`src/rtl/morph_pkg.sv`:
```
// Shared types for the morphology signal chain.
// Peak detector FSM states and the emitted peak record layout.
package morph_pkg;

  localparam int PK_DATA_W  = 16;
  localparam int PK_INDEX_W = 32;

  typedef enum logic [1:0] {
    IDLE    = 2'd0,
    TRACK   = 2'd1,
    REFRACT = 2'd2
  } peak_state_t;

  typedef struct packed {
    logic [PK_INDEX_W-1:0] index;
    logic [PK_DATA_W-1:0]  amplitude;
  } peak_record_t;

  function automatic peak_record_t pack_record(
    input logic [PK_INDEX_W-1:0] idx,
    input logic [PK_DATA_W-1:0]  amp
  );
    peak_record_t r;
    r.index     = idx;
    r.amplitude = amp;
    return r;
  endfunction

endpackage

```
`src/rtl/signal_peak_detector_if.sv`:
```
// AXI-Stream style valid/ready bundle.
// master drives data/valid, slave drives ready.
interface signal_peak_detector_if #(
  parameter int W = 16
);
  logic [W-1:0] tdata;
  logic         tvalid;
  logic         tready;

  modport master (
    output tdata,
    output tvalid,
    input  tready
  );

  modport slave (
    input  tdata,
    input  tvalid,
    output tready
  );
endinterface

```
`src/rtl/signal_peak_detector.sv`:
```
// Streaming peak detector: emits {index, amplitude} of each
// excursion's maximum above threshold, with refractory hold-off.
module signal_peak_detector
  import morph_pkg::*;
#(
  parameter int DATA_WIDTH  = 16,
  parameter int INDEX_WIDTH = 32,
  parameter int REFRACTORY  = 72,
  parameter int DROP_WIDTH  = 8
) (
  input  logic                         clk,
  input  logic                         areset_n,
  signal_peak_detector_if.slave        axis_in,
  input  logic signed [DATA_WIDTH-1:0] threshold,
  signal_peak_detector_if.master       axis_out,
  output logic [DROP_WIDTH-1:0]        drop_count
);

  localparam int RW =
    (REFRACTORY > 0) ? $clog2(REFRACTORY + 1) : 1;
  localparam int OW = INDEX_WIDTH + DATA_WIDTH;

  peak_state_t state_q, state_d;

  logic [INDEX_WIDTH-1:0] idx_q, idx_d;
  logic [INDEX_WIDTH-1:0] max_idx_q, max_idx_d;
  logic signed [DATA_WIDTH-1:0] max_q, max_d;
  logic signed [DATA_WIDTH-1:0] sample;
  logic [RW-1:0]          cnt_q, cnt_d;
  logic                   rdy_q, rdy_d;
  logic                   vld_q, vld_d;
  logic [OW-1:0]          dat_q, dat_d;
  logic [DROP_WIDTH-1:0]  drop_q, drop_d;
  logic                   beat;
  logic                   emit;
  logic                   accept;

  assign sample          = signed'(axis_in.tdata);
  assign beat            = axis_in.tvalid & rdy_q;
  assign accept          = ~vld_q | axis_out.tready;

  assign axis_in.tready  = rdy_q;
  assign axis_out.tvalid = vld_q;
  assign axis_out.tdata  = dat_q;
  assign drop_count      = drop_q;

  always_comb begin
    state_d   = state_q;
    idx_d     = idx_q;
    max_d     = max_q;
    max_idx_d = max_idx_q;
    cnt_d     = cnt_q;
    rdy_d     = 1'b1;
    emit      = 1'b0;
    if (beat) begin
      idx_d = idx_q + INDEX_WIDTH'(1);
      unique case (state_q)
        IDLE: begin
          if (sample > threshold) begin
            state_d   = TRACK;
            max_d     = sample;
            max_idx_d = idx_q;
          end
        end
        TRACK: begin
          if (sample > max_q) begin
            max_d     = sample;
            max_idx_d = idx_q;
          end else if (sample <= threshold) begin
            emit    = 1'b1;
            cnt_d   = RW'(REFRACTORY);
            state_d = (REFRACTORY == 0) ? IDLE : REFRACT;
          end
        end
        REFRACT: begin
          cnt_d = cnt_q - RW'(1);
          if (cnt_q == RW'(1))
            state_d = IDLE;
        end
        default: state_d = IDLE;
      endcase
    end
  end

  // A blocked emit is dropped; the held record stays intact.
  always_comb begin
    vld_d  = vld_q & ~axis_out.tready;
    dat_d  = dat_q;
    drop_d = drop_q;
    if (emit) begin
      if (accept) begin
        vld_d = 1'b1;
        dat_d = {max_idx_q, max_q};
      end else if (drop_q != '1) begin
        drop_d = drop_q + DROP_WIDTH'(1);
      end
    end
  end

  always_ff @(posedge clk or negedge areset_n) begin
    if (!areset_n) begin
      state_q   <= IDLE;
      idx_q     <= '0;
      max_q     <= '0;
      max_idx_q <= '0;
      cnt_q     <= '0;
      rdy_q     <= 1'b0;
      vld_q     <= 1'b0;
      dat_q     <= '0;
      drop_q    <= '0;
    end else begin
      state_q   <= state_d;
      idx_q     <= idx_d;
      max_q     <= max_d;
      max_idx_q <= max_idx_d;
      cnt_q     <= cnt_d;
      rdy_q     <= rdy_d;
      vld_q     <= vld_d;
      dat_q     <= dat_d;
      drop_q    <= drop_d;
    end
  end

endmodule

```
`src/flat_wrapper.sv`:
```
// flat-port wrapper written by rule: the top's interface ports become plain ports
module signal_peak_detector_flat import morph_pkg::*;
#(
  parameter int DATA_WIDTH  = 16,
  parameter int INDEX_WIDTH = 32,
  parameter int REFRACTORY  = 72,
  parameter int DROP_WIDTH  = 8
)
  (clk, areset_n, threshold, drop_count, axis_in_tdata, axis_in_tvalid, axis_in_tready, axis_out_tdata, axis_out_tvalid, axis_out_tready);
  signal_peak_detector_if #(.W(16)) axis_in_i ();
  signal_peak_detector_if #(.W(48)) axis_out_i ();
  input  logic clk;
  input  logic areset_n;
  input  logic signed [DATA_WIDTH-1:0] threshold;
  output logic [DROP_WIDTH-1:0] drop_count;
  input wire logic [$bits(axis_in_i.tdata)-1:0] axis_in_tdata;
  input wire logic [$bits(axis_in_i.tvalid)-1:0] axis_in_tvalid;
  output wire logic [$bits(axis_in_i.tready)-1:0] axis_in_tready;
  output wire logic [$bits(axis_out_i.tdata)-1:0] axis_out_tdata;
  output wire logic [$bits(axis_out_i.tvalid)-1:0] axis_out_tvalid;
  input wire logic [$bits(axis_out_i.tready)-1:0] axis_out_tready;
  assign axis_in_i.tdata = axis_in_tdata;
  assign axis_in_i.tvalid = axis_in_tvalid;
  assign axis_in_tready = axis_in_i.tready;
  assign axis_out_tdata = axis_out_i.tdata;
  assign axis_out_tvalid = axis_out_i.tvalid;
  assign axis_out_i.tready = axis_out_tready;
  signal_peak_detector #(.DATA_WIDTH(DATA_WIDTH), .INDEX_WIDTH(INDEX_WIDTH), .REFRACTORY(REFRACTORY), .DROP_WIDTH(DROP_WIDTH)) u_core (.clk(clk), .areset_n(areset_n), .axis_in(axis_in_i), .threshold(threshold), .axis_out(axis_out_i), .drop_count(drop_count));
endmodule
```
`config.mk`:
```
export PLATFORM = sky130hd
export DESIGN_NAME = signal_peak_detector_flat
export DESIGN_NICKNAME = d
export VERILOG_FILES = /design/src/rtl/morph_pkg.sv /design/src/rtl/signal_peak_detector_if.sv /design/src/rtl/signal_peak_detector.sv /design/src/flat_wrapper.sv
export SDC_FILE = /design/constraint.sdc
export NUM_CORES = 1
export LEC_CHECK = 0
export ABC_CLOCK_PERIOD_IN_PS = 3300
export CORE_MARGIN = 2
export CORE_UTILIZATION = 45
export CTS_CLUSTER_SIZE = 40
export DETAILED_ROUTE_END_ITERATION = 6
export PLACE_DENSITY_LB_ADDON = 0.15
export REMOVE_ABC_BUFFERS = 1
export SLEW_MARGIN = 10
export SYNTH_ARGS = -nofsm -noshare
export SYNTH_HDL_FRONTEND = slang
export SYNTH_SLANG_ARGS = --single-unit
```
`constraint.sdc`:
```
create_clock -name clk -period 3.3 [get_ports clk]
set_input_delay 0.33 -clock clk [delete_from_list [all_inputs] [get_ports clk]]
set_output_delay 0.33 -clock clk [all_outputs]
set_load 0.03 [all_outputs]
```
==> flow_summary.ini <==
[yosys]
synth-edff-count = 0
yosys.area.top_type = dfrtp_1
ys_ff_latch = 147
yosys_warnings = 0
synth_top_area_share_pct = 54.7
yosysMostFrequentCell = dfrtp_1
syn_area_per_cell_sq_um = 12.7
ys_seq_area_share_pct = 54.7
async_flop_share_pct = 100
syn_area_sq_mm = 0.00672
syn_inst = 531
ys.flop_type = dfrtp_1
synth.top_cells.by_count = dfrtp_1 (147), mux2_2 (75), inv_1 (39), ha_1 (36), nand2_1 (30)
synthTopCellsByArea = dfrtp_1 (55%), mux2_2 (13%), ha_1 (6.7%), mux2_1 (3.7%), xnor2_1 (3.4%)
ys_types = 48

[detailed_routing]
drtAntennaViolNets = 0
wl_mm = 13.0
avgRoutedWirePerCell_um = 15.1
drt_iter0_markers = 153
dr_total_vias = 4433
drc = 0
drt-pass1-iter-count = 4
viasPerCell = 5.15

[final_layout]
finalNetCount = 736
finish.utilization_pct = 59.3
drive_above_1_share_pct = 21.0
final_cell_count_no_fill = 861
synthToLayoutAreaGrowth_pct = 28.8
num_antenna_cells = 0

[clock_network]
cts_buffers = 17
clkLatencyLatePin_ps = 420
cts_resized = 0
postCtsSetupBuffers = 0
cts_hold_buf = 1
cts_tree = built
clk_pin_slew_ps = 60
cts-root-buf = clkbuf_16
clk_path_buf_depth = 2
cts_max_level = 4
clock_sinks = 147

[run_status]
status = finished, final reports clean

[critical_path]
crit_slowest_cell = or4_1
crit_type = primary input to flip-flop
cp_max_fo = 38
cp.arrival_ps = 3420
endpoint = u_core.max_q[2]
startpoint_type = primary input
cp-end-kind = flip-flop
rrSetupSlack_ps = 290
timing.rr.end = u_core.axis_out.tdata[12]
r2r_start = u_core.max_q[13]
reg2reg_depth = 11
cpPeakStageDelay_ps = 530
worstPathRequired_ps = 3600
worstPathCellList = clkdlybuf4s50_1, ha_1, nor2b_1, o211ai_2, a2111oi_0, or4_1, mux2_4, o21a_1, nor3_4, buf_12, mux2_2
critPathLaunch = axis_in_tdata[1]

[run]
max_cap_violations = 0

[timing]
setup_viol = 0
fin_crit_ps = 3110
tns_ps = 0
hold_violations = 0
rsz0062_at_grt = no
period_share_pct = 94.4
finClkSkew_ps = 7.18
fmax_ghz = 0.321
worst_slew_pin_slew_ps = 671
slew_headroom_pct = 55.3
final_max_slew_viol_count = 0

[floorplanning]
ios = 94
die_w_um = 126
floorplan.initialDensity_pct = 46.1
fp-row-count = 44
die_h_um = 126
core_area_sq_mm = 0.0146
die_area_sq_mm = 0.0159

[place]
place.gp.congestion = 0.801
dp_hpwl_mm = 9.37
port-buffer-count = 93
numPlacedInstances = 828

[global_routing]
grt_overflow = 0
track_usage_pct = 17.2
grt_pass1_vias = 4548
grt_max_degree = 75
antenna_found_initial = 0
grt_first_pass_wirelength_mm = 21.8

[min_path]
hold_class = primary input to async pin

[power_and_ir_drop]
comb_power_share_pct = 28.6
peakVddDrop_mv = 0.500
power_switching_uw = 1850
p_int_uw = 4090
switching_share_pct = 31.2
p_seq_share_pct = 40.4
leakage_uw = 0.00424
power_density_mw_per_mm2 = 687
clock_power_share_pct = 31.1
registers in the layout, summed over array words and instances, names as in the netlist:
signal and count:
u_core.axis_in.tready 1, u_core.axis_out.tdata 48, u_core.axis_out.tvalid 1, u_core.max_q 16, u_core.state_q 2, u_core.cnt_q 7
u_core.max_idx_q 32, u_core.idx_q 32, u_core.drop_count 8
per-layer routing:
| metal | global-route usage (%) | up-vias | routed length [um] |
|---|---|---|---|
| met2 | 28.0 | 69 | 6390 |
| met5 | 0 | - | 0 |
| met4 | 4.46 | 0 | 146 |
| met3 | 5.01 | 14 | 409 |
| li1 | - | 2130 | - |
| met1 | 22.7 | 2220 | 6060 |
how the worst min path moves through the flow:
| stage | startpoint | end | depth (start not counted) |
|---|---|---|---|
| 6_report | areset_n | u_core.axis_out.tdata[6] | 2 |
| 5_1_grt | u_core.idx_q[26] | u_core.idx_q[26] | 1 |
| 4_1_cts | u_core.idx_q[31] | u_core.idx_q[31] | 1 |
| 3_5_place_dp | areset_n | u_core.axis_out.tdata[4] | 1 |
| 3_3_place_gp | areset_n | u_core.axis_out.tdata[4] | 1 |
| 2_1_floorplan | areset_n | u_core.axis_in.tready | 0 |
kinds of logic (layout without fill, tap and decap cells):
logic type | Yosys count | after routing | synth area share [%]
other | 1 | 1 | 0.0558
adders and majority gates | 36 | 36 | 6.70
DFF | 147 | 147 | 54.7
muxes | 100 | 100 | 16.8
xor gates and xnor gates | 38 | 38 | 4.95
buffers and inverters | 51 | 197 | 3.67
AOI/OAI and AO/OA | 42 | 42 | 4.45
and+or+nand+nor | 116 | 116 | 8.66
stage by stage:
step	setup slack, ps	hold slack [ps]	total power [uW]	cell area (sq um)
2_1_floorplan	-535	34.4	3450	6620
3_3_place_gp	-221	383	4080	8080
3_5_place_dp	-254	386	4140	8080
4_1_cts	175	486	6030	8660
5_1_grt	27.3	507	6280	8660
6_report	186	468	5950	8660
cells in the final DEF, fill, tap and decap left out, drive strengths merged, types with 3 or more instances in the layout:
cell	instances
nand2	30
dfrtp	147
mux2	98
nor2	17
a31oi	3
xnor2	26
clkdlybuf4s50	92
ha	36
nor3	10
and3	15
nor2b	3
clkbuf	19
o21ai	3
nand3	23
a21oi	9
a21o	8
inv	40
nand4	11
clkinv	6
buf	33
clkinvlp	4
xor2	12
critical path: cells and delay by family:
family	cells	cell delay [ps]
AO/OA/AOI/OAI	3	420
adder cells (fa/ha/maj)	1	330
buffers and inverters	2	740
multiplexers	2	720
AND/OR/NAND/NOR	3	860
final cells by class:
type / count / area [sq um]
sequential: 147 / 3680
fill: 1170 / 5930
timing repair buffer: 126 / 1230
multi-input combinational: 333 / 2800
tap: 184 / 230
clock inverter: 13 / 136
inverter: 39 / 146
clock buffer: 19 / 433
power by group through the flow:
stage	sequential, uW	combinational [uW]	clock [uW]
final	2400	1700	1850
after floorplan	2610	843	0
after CTS	2400	1720	1900
after global routing	2450	1860	1970
after detailed placement	2430	1710	0
after global placement	2410	1670	0
Power figures use the tool's default switching activity.
